### src/rtl/jt12_eg_cfg.sv
// Per-slot envelope parameter store: accepts register writes via req/ack and replays
// each slot's rates, sustain level, SSG-EG mode and key-on bit in slot order, one slot per clk_en.
module jt12_eg_cfg #(
   parameter int num_ch = 6
) (
   input  logic       clk,
   input  logic       rst_n,
   input  logic       clk_en,
   input  logic       wr_req,
   input  logic [4:0] wr_slot,
   input  logic [2:0] wr_field,
   input  logic [7:0] wr_data,
   output logic       wr_ack,
   output logic       zero,
   output logic [4:0] arate_I,
   output logic [4:0] rate1_I,
   output logic [4:0] rate2_I,
   output logic [3:0] rrate_I,
   output logic [3:0] sl_I,
   output logic       ssg_en_I,
   output logic [2:0] ssg_eg_I,
   output logic       keyon_I,
   output logic [1:0] ks_II
);
   localparam int S = 4 * num_ch;
   localparam logic [5:0] S_W  = 6'(S);
   localparam logic [5:0] CH_W = 6'(num_ch);

   typedef enum logic [1:0] {IDLE, WAIT, ACK, HOLD} state_t;
   state_t state, state_nx;

   logic [4:0] cur;
   logic [2:0] cur_ch;
   logic [1:0] cur_op;

   logic [4:0] arate_a  [S];
   logic [4:0] rate1_a  [S];
   logic [4:0] rate2_a  [S];
   logic [3:0] rrate_a  [S];
   logic [3:0] sl_a     [S];
   logic [1:0] ks_a     [S];
   logic       ssg_en_a [S];
   logic [2:0] ssg_eg_a [S];
   logic [3:0] kon      [num_ch];

   logic slot_ok, ch_ok, can_take, accept, slot_wr, kon_wr;

   assign slot_ok  = ({1'b0, wr_slot} < S_W);
   assign ch_ok    = ({1'b0, wr_slot} < CH_W);
   assign can_take = clk_en && wr_req && (state == IDLE || state == WAIT);
   // Slot fields wait for their slot to come round; key-on, reserved fields and
   // out-of-range targets complete on the first enabled cycle.
   assign accept   = can_take && ((wr_field >= 3'd5) || !slot_ok || (wr_slot == cur));
   assign slot_wr  = accept && (wr_field <= 3'd4) && slot_ok;
   assign kon_wr   = accept && (wr_field == 3'd5) && ch_ok;

   always_ff @(posedge clk or negedge rst_n) begin
      if (!rst_n) begin
         cur    <= '0;
         cur_ch <= '0;
         cur_op <= '0;
         ks_II  <= '0;
      end else if (clk_en) begin
         ks_II <= ks_a[cur];
         if (cur == 5'(S - 1)) begin
            cur    <= '0;
            cur_ch <= '0;
            cur_op <= '0;
         end else begin
            cur <= cur + 5'd1;
            if (cur_ch == 3'(num_ch - 1)) begin
               cur_ch <= '0;
               cur_op <= cur_op + 2'd1;
            end else begin
               cur_ch <= cur_ch + 3'd1;
            end
         end
      end
   end

   always_ff @(posedge clk or negedge rst_n) begin
      if (!rst_n) begin
         for (int i = 0; i < S; i++) begin
            arate_a[i]  <= '0;
            rate1_a[i]  <= '0;
            rate2_a[i]  <= '0;
            rrate_a[i]  <= '0;
            sl_a[i]     <= '0;
            ks_a[i]     <= '0;
            ssg_en_a[i] <= 1'b0;
            ssg_eg_a[i] <= '0;
         end
      end else if (slot_wr) begin
         case (wr_field)
            3'd0: begin
               arate_a[cur] <= wr_data[4:0];
               ks_a[cur]    <= wr_data[7:6];
            end
            3'd1: rate1_a[cur] <= wr_data[4:0];
            3'd2: rate2_a[cur] <= wr_data[4:0];
            3'd3: begin
               sl_a[cur]    <= wr_data[7:4];
               rrate_a[cur] <= wr_data[3:0];
            end
            3'd4: begin
               ssg_en_a[cur] <= wr_data[3];
               ssg_eg_a[cur] <= wr_data[2:0];
            end
            default: ;
         endcase
      end
   end

   always_ff @(posedge clk or negedge rst_n) begin
      if (!rst_n) begin
         for (int i = 0; i < num_ch; i++) kon[i] <= '0;
      end else if (kon_wr) begin
         kon[wr_slot[2:0]] <= wr_data[3:0];
      end
   end

   always_ff @(posedge clk or negedge rst_n) begin
      if (!rst_n) state <= IDLE;
      else        state <= state_nx;
   end

   always_comb begin
      state_nx = state;
      wr_ack   = 1'b0;
      case (state)
         IDLE: begin
            if (accept)      state_nx = ACK;
            else if (wr_req) state_nx = WAIT;
         end
         WAIT: if (accept) state_nx = ACK;
         ACK: begin
            wr_ack   = 1'b1;
            state_nx = HOLD;
         end
         HOLD: if (!wr_req) state_nx = IDLE;
         default: state_nx = IDLE;
      endcase
   end

   assign zero     = (cur == 5'd0);
   assign arate_I  = arate_a[cur];
   assign rate1_I  = rate1_a[cur];
   assign rate2_I  = rate2_a[cur];
   assign rrate_I  = rrate_a[cur];
   assign sl_I     = sl_a[cur];
   assign ssg_en_I = ssg_en_a[cur];
   assign ssg_eg_I = ssg_eg_a[cur];
   assign keyon_I  = kon[cur_ch][cur_op];
endmodule

### config.mk
export PLATFORM = sky130hd
export DESIGN_NAME = jt12_eg_cfg
export DESIGN_NICKNAME = d
export VERILOG_FILES = /design/src/rtl/jt12_eg_cfg.sv
export SDC_FILE = /design/constraint.sdc
export NUM_CORES = 1
export LEC_CHECK = 0
export CAP_MARGIN = 40
export CORE_UTILIZATION = 55
export DETAILED_ROUTE_END_ITERATION = 10
export GPL_TIMING_DRIVEN = 1
export PLACE_DENSITY = 0.74
export SLEW_MARGIN = 20
export SYNTH_ARGS = -nofsm -noshare
export SYNTH_HDL_FRONTEND = slang
export SYNTH_SLANG_ARGS = --single-unit
### constraint.sdc
create_clock -name clk -period 2.77 [get_ports clk]
set_input_delay 0.554 -clock clk [delete_from_list [all_inputs] [get_ports clk]]
set_output_delay 0.554 -clock clk [all_outputs]
set_load 0.005 [all_outputs]
==> results.md <==
- Measured slew at the worst slew-check pin: ~840 ps
- Termination of the worst setup path: rate1_I[1]
- GR Util All Layers: approximately 28%
- Crit path cell chain: buf_12 > buf_4 > buf_12 > buf_6 > mux4_2 > mux2i_1 > o21a_1 > a221oi_2 > buf_2
- Largest fanout of any net on the critical path: 9
- Kind of path behind the tightest hold check: flop to flop
- Y dimension of the die: between 200 and 300 um
- Main area contributors after synthesis: sky130_fd_sc_hd__dfrtp_1, sky130_fd_sc_hd__mux2_2, sky130_fd_sc_hd__mux4_2
- Maximum capacitance violations: 0
- Setup slack after layout: -572 ps
- Flops & latches, synth: between 700 and 800
- P_int: about 20 mW
- Total buffers and inverters traversed by the critical path: 5
- TritonCTS sink count: 734
- Sequential share of power: between 30% and 40%
- Switch share: roughly 29%
- Clock share of power: 37.4%
- Capture instance of the worst register-to-register path: arate_a[68]
- Cell count after synthesis: approximately 2200
- Yosys top cell by area: sky130_fd_sc_hd__dfrtp_1
- Most used flip-flop cell after synthesis: sky130_fd_sc_hd__dfrtp_1
- Worst-skew pair later-pin latency: 620 ps
- Remaining antenna violation count: 0
- Final worst path period share: 121%
- Final-report max-slew violation count: 0
- Number of global-route vias before repair: about 23000
- Number of enable-type register cells in the synthesized netlist: 0
- Critical path type: flop to output port
- Post-route DRC: 0
- Final total negative setup slack: -12570 ps
- Routability Congestion: 0.868
- Depth of the worst register-to-register path: 11
- Mapped Area: 34300 um^2
- Via density per instance: about 6.2
- Startpoint type of the worst setup path: flop
- Share of flip-flops with an asynchronous set or reset: 100%
- Data arrival, critical path: ~2800 ps
- DR iter-0 viols: 1477
- Leakage power of the design: between 20 and 25 nW
- Ratio of cells with drive above 1 in the final layout: a little under three fifths
- Violated checks: negative setup slack
- Final Hold Violating Endpoints: 0
- Register-to-register setup slack: 30 ps
- Maximum vdd ir drop: between 0.6 and 0.7 mV
- Max Buffers Root-to-Sink: 3
- Initial core utilization: between 50% and 60%
- Number of nets produced by synthesis: roughly 2300
- Power spent charging and discharging nets: slightly above 8 mW
- Count of nets after finishing: ~2500
- Number of inserted diodes: 0
- Core area: a little over 60000 um^2
- Final worst path period need: about 3300 ps
- Total via count after detailed routing: 20900
- Synth top cells by count: sky130_fd_sc_hd__dfrtp_1, sky130_fd_sc_hd__mux2_2, sky130_fd_sc_hd__mux4_2
- Count of cell instances traversed by the critical path: 9
- Required time of the critical path: between 2000 and 2500 ps
- Average cell area after synthesis: 15.4 um^2
- Area growth syn-to-layout: 21.0%
- Start point of the critical path: cur[0]
- Clk slew on worst S/H paths: about 60 ps
- Top cell family by delay on the critical path: buffers and inverters
- Worst slack at placement: -241 ps
- Final worst clock skew: roughly 25 ps
- Final setup fails: 29
- Launching point of the worst reg2reg path: cur[0]
- WL per Instance: ~26 um
- Pwr dens: 683 nW/um^2
- Critical path's largest stage delay: just over 500 ps
- Comb pwr share: a little under a quarter
- Master cell of the clock root buffer: sky130_fd_sc_hd__clkbuf_16
- HPWL after detailed placement: approximately 56 mm
- Number of synthesis warnings: 0
- Pre-Repair DR Iteration Count: 7
- I/O pin total: between 50 and 60
- Number of buffers created by CTS: a little under 80
- Most common cell in the netlist: sky130_fd_sc_hd__dfrtp_1
- Number of antenna violations at the first check in global routing: 0
- Result of the run: complete, but fails checks
- Final routed wirelength across all metal layers: slightly below 90 mm
- Max Clock Freq: 0.299 GHz
- Master of the slowest instance on the critical path: sky130_fd_sc_hd__dfrtp_4
- Yosys top cell area share: 53.5%
- Clock tree from TritonCTS: built
- Count of buffers inserted at the top-level ports: between 50 and 60
- Most numerous cell on the critical path: sky130_fd_sc_hd__buf_12
- Area enclosed by the die boundary: about 63000 um^2
- Number of H-tree levels: 3
- Row count: 91
- Max-slew headroom: roughly 44%
- Kind of capture point of the worst setup path: output port
- Largest net degree at the start of global routing: a little under 100
- Number of different library cells in the post-synthesis netlist: between 50 and 60
- Unrepaired setup endpoints after global routing: true
- Wire length of the first global-routing pass: between 100 and 150 mm
- Congestion Overflow GR: 0
- Part of the Yosys area used for sequential elements: 53.5%
- Chip width: about 250 um
[worst min-delay path by stage]
| stage | startpoint | depth (start not counted) | end | slack, ps |
|---|---|---|---|---|
| 2_1_floorplan | rst_n | 0 | arate_a[0] | 260 |
| 3_3_place_gp | rrate_a[92] | 1 | rrate_a[92] | 470 |
| 3_5_place_dp | rrate_a[93] | 1 | rrate_a[93] | 480 |
| 4_1_cts | rrate_a[93] | 1 | rrate_a[93] | 490 |
| 5_1_grt | rrate_a[93] | 1 | rrate_a[93] | 500 |
| 6_report | rrate_a[93] | 1 | rrate_a[93] | 480 |
[flip-flops by register name, indices dropped and copies added, names as in the netlist]
| signal | count |
|---|---|
| rate1_a | 120 |
| sl_a | 96 |
| state | 2 |
| cur_op | 2 |
| cur_ch | 3 |
| arate_a | 120 |
| ssg_en_a | 24 |
| ks_II | 2 |
| ks_a | 48 |
| rrate_a | 96 |
| kon | 24 |
| cur | 5 |
| rate2_a | 120 |
| ssg_eg_a | 72 |
[power groups by stage]
| stage | clock network [mW] | registers, mW | logic [mW] |
|---|---|---|---|
| final | 10.6 | 11.1 | 6.70 |
| after global routing | 11.2 | 11.1 | 7.05 |
| after CTS | 10.8 | 11.1 | 6.58 |
| after detailed placement | 0 | 11.3 | 6.28 |
| after global placement | 0 | 11.2 | 6.09 |
| after floorplan | 0 | 11.1 | 3.00 |
[area by class of cell]
cell class / instances / area, um^2
fill: 4124 / 20200
timing repair buffer: 349 / 3720
multi-input combinational: 1320 / 15700
clock inverter: 27 / 308
sequential: 734 / 18400
inverter: 11 / 48.8
clock buffer: 114 / 2310
tap: 837 / 1050
[cell usage in the layout (no fill, tap or decap), types with 11 or more instances in the layout]
| cell type | Yosys | routed |
|---|---|---|
| sky130_fd_sc_hd__clkinv_2 | 0 | 17 |
| sky130_fd_sc_hd__nor3_2 | 10 | 11 |
| sky130_fd_sc_hd__mux2_1 | 80 | 80 |
| sky130_fd_sc_hd__mux2i_1 | 88 | 59 |
| sky130_fd_sc_hd__buf_4 | 2 | 204 |
| sky130_fd_sc_hd__a221oi_2 | 0 | 24 |
| sky130_fd_sc_hd__nand3_1 | 16 | 16 |
| sky130_fd_sc_hd__nand2b_1 | 19 | 18 |
| sky130_fd_sc_hd__dfrtp_1 | 734 | 728 |
| sky130_fd_sc_hd__clkbuf_16 | 0 | 81 |
| sky130_fd_sc_hd__nor2_1 | 39 | 37 |
| sky130_fd_sc_hd__buf_16 | 0 | 11 |
| sky130_fd_sc_hd__nand2_1 | 65 | 61 |
| sky130_fd_sc_hd__mux4_2 | 177 | 177 |
| sky130_fd_sc_hd__mux2_2 | 645 | 644 |
| sky130_fd_sc_hd__o21a_1 | 27 | 25 |
| sky130_fd_sc_hd__buf_6 | 0 | 23 |
| sky130_fd_sc_hd__buf_12 | 0 | 57 |
| sky130_fd_sc_hd__clkbuf_8 | 0 | 18 |
| sky130_fd_sc_hd__clkdlybuf4s50_1 | 0 | 16 |
| sky130_fd_sc_hd__clkbuf_1 | 121 | 16 |
| sky130_fd_sc_hd__mux2i_2 | 0 | 19 |
| sky130_fd_sc_hd__buf_2 | 33 | 28 |
[per-stage QoR]
| stage | power, mW | instances | area, um^2 | hold slack, ps | util, % |
|---|---|---|---|---|---|
| global placement | 17.3 | 3191 | 37600 | 465 | 60.9 |
| floorplan | 14.1 | 2235 | 34300 | 258 | - |
| detailed placement | 17.5 | 3196 | 37700 | 475 | 61.1 |
| CTS | 28.4 | 3377 | 41300 | 488 | 66.9 |
| global route | 29.3 | 3392 | 41500 | 499 | 67.3 |
| finish | 28.4 | 3392 | 41500 | 485 | 67.3 |
[layer usage]
layer  up-vias  global-route usage (%)  wire length, um
li1       8863                       -                -
met1     11300                    39.1            37200
met2       546                    46.5            42800
met3       161                    5.32             4650
met4         0                    8.24             2340
met5         -                       0                0
[cell families (layout without fill, tap and decap cells)]
logic type | count (synthesis) | count (layout) | share of synthesized area [%]
AND/OR/NAND/NOR | 227 | 227 | 3.85
AO/OA/AOI/OAI | 88 | 88 | 1.94
adder cells (fa/ha/maj) | 9 | 9 | 0.328
flip-flops | 734 | 734 | 53.5
buffers and inverters | 181 | 501 | 2.15
XOR/XNOR | 6 | 6 | 0.241
multiplexers | 990 | 990 | 38.0
[repair_timing]
| item | in CTS | in global routing |
|---|---|---|
| buffers inserted | 41 | 19 |
| gates cloned | 11 | 1 |
| gates resized for setup | 229 | 39 |
| pin swaps | 21 | 14 |
| hold buffers | 1 | 0 |
| setup endpoints to repair | 29 | 167 |
| hold endpoints to repair | 42 | 0 |
Note: power is estimated with default switching activity, not from simulation.
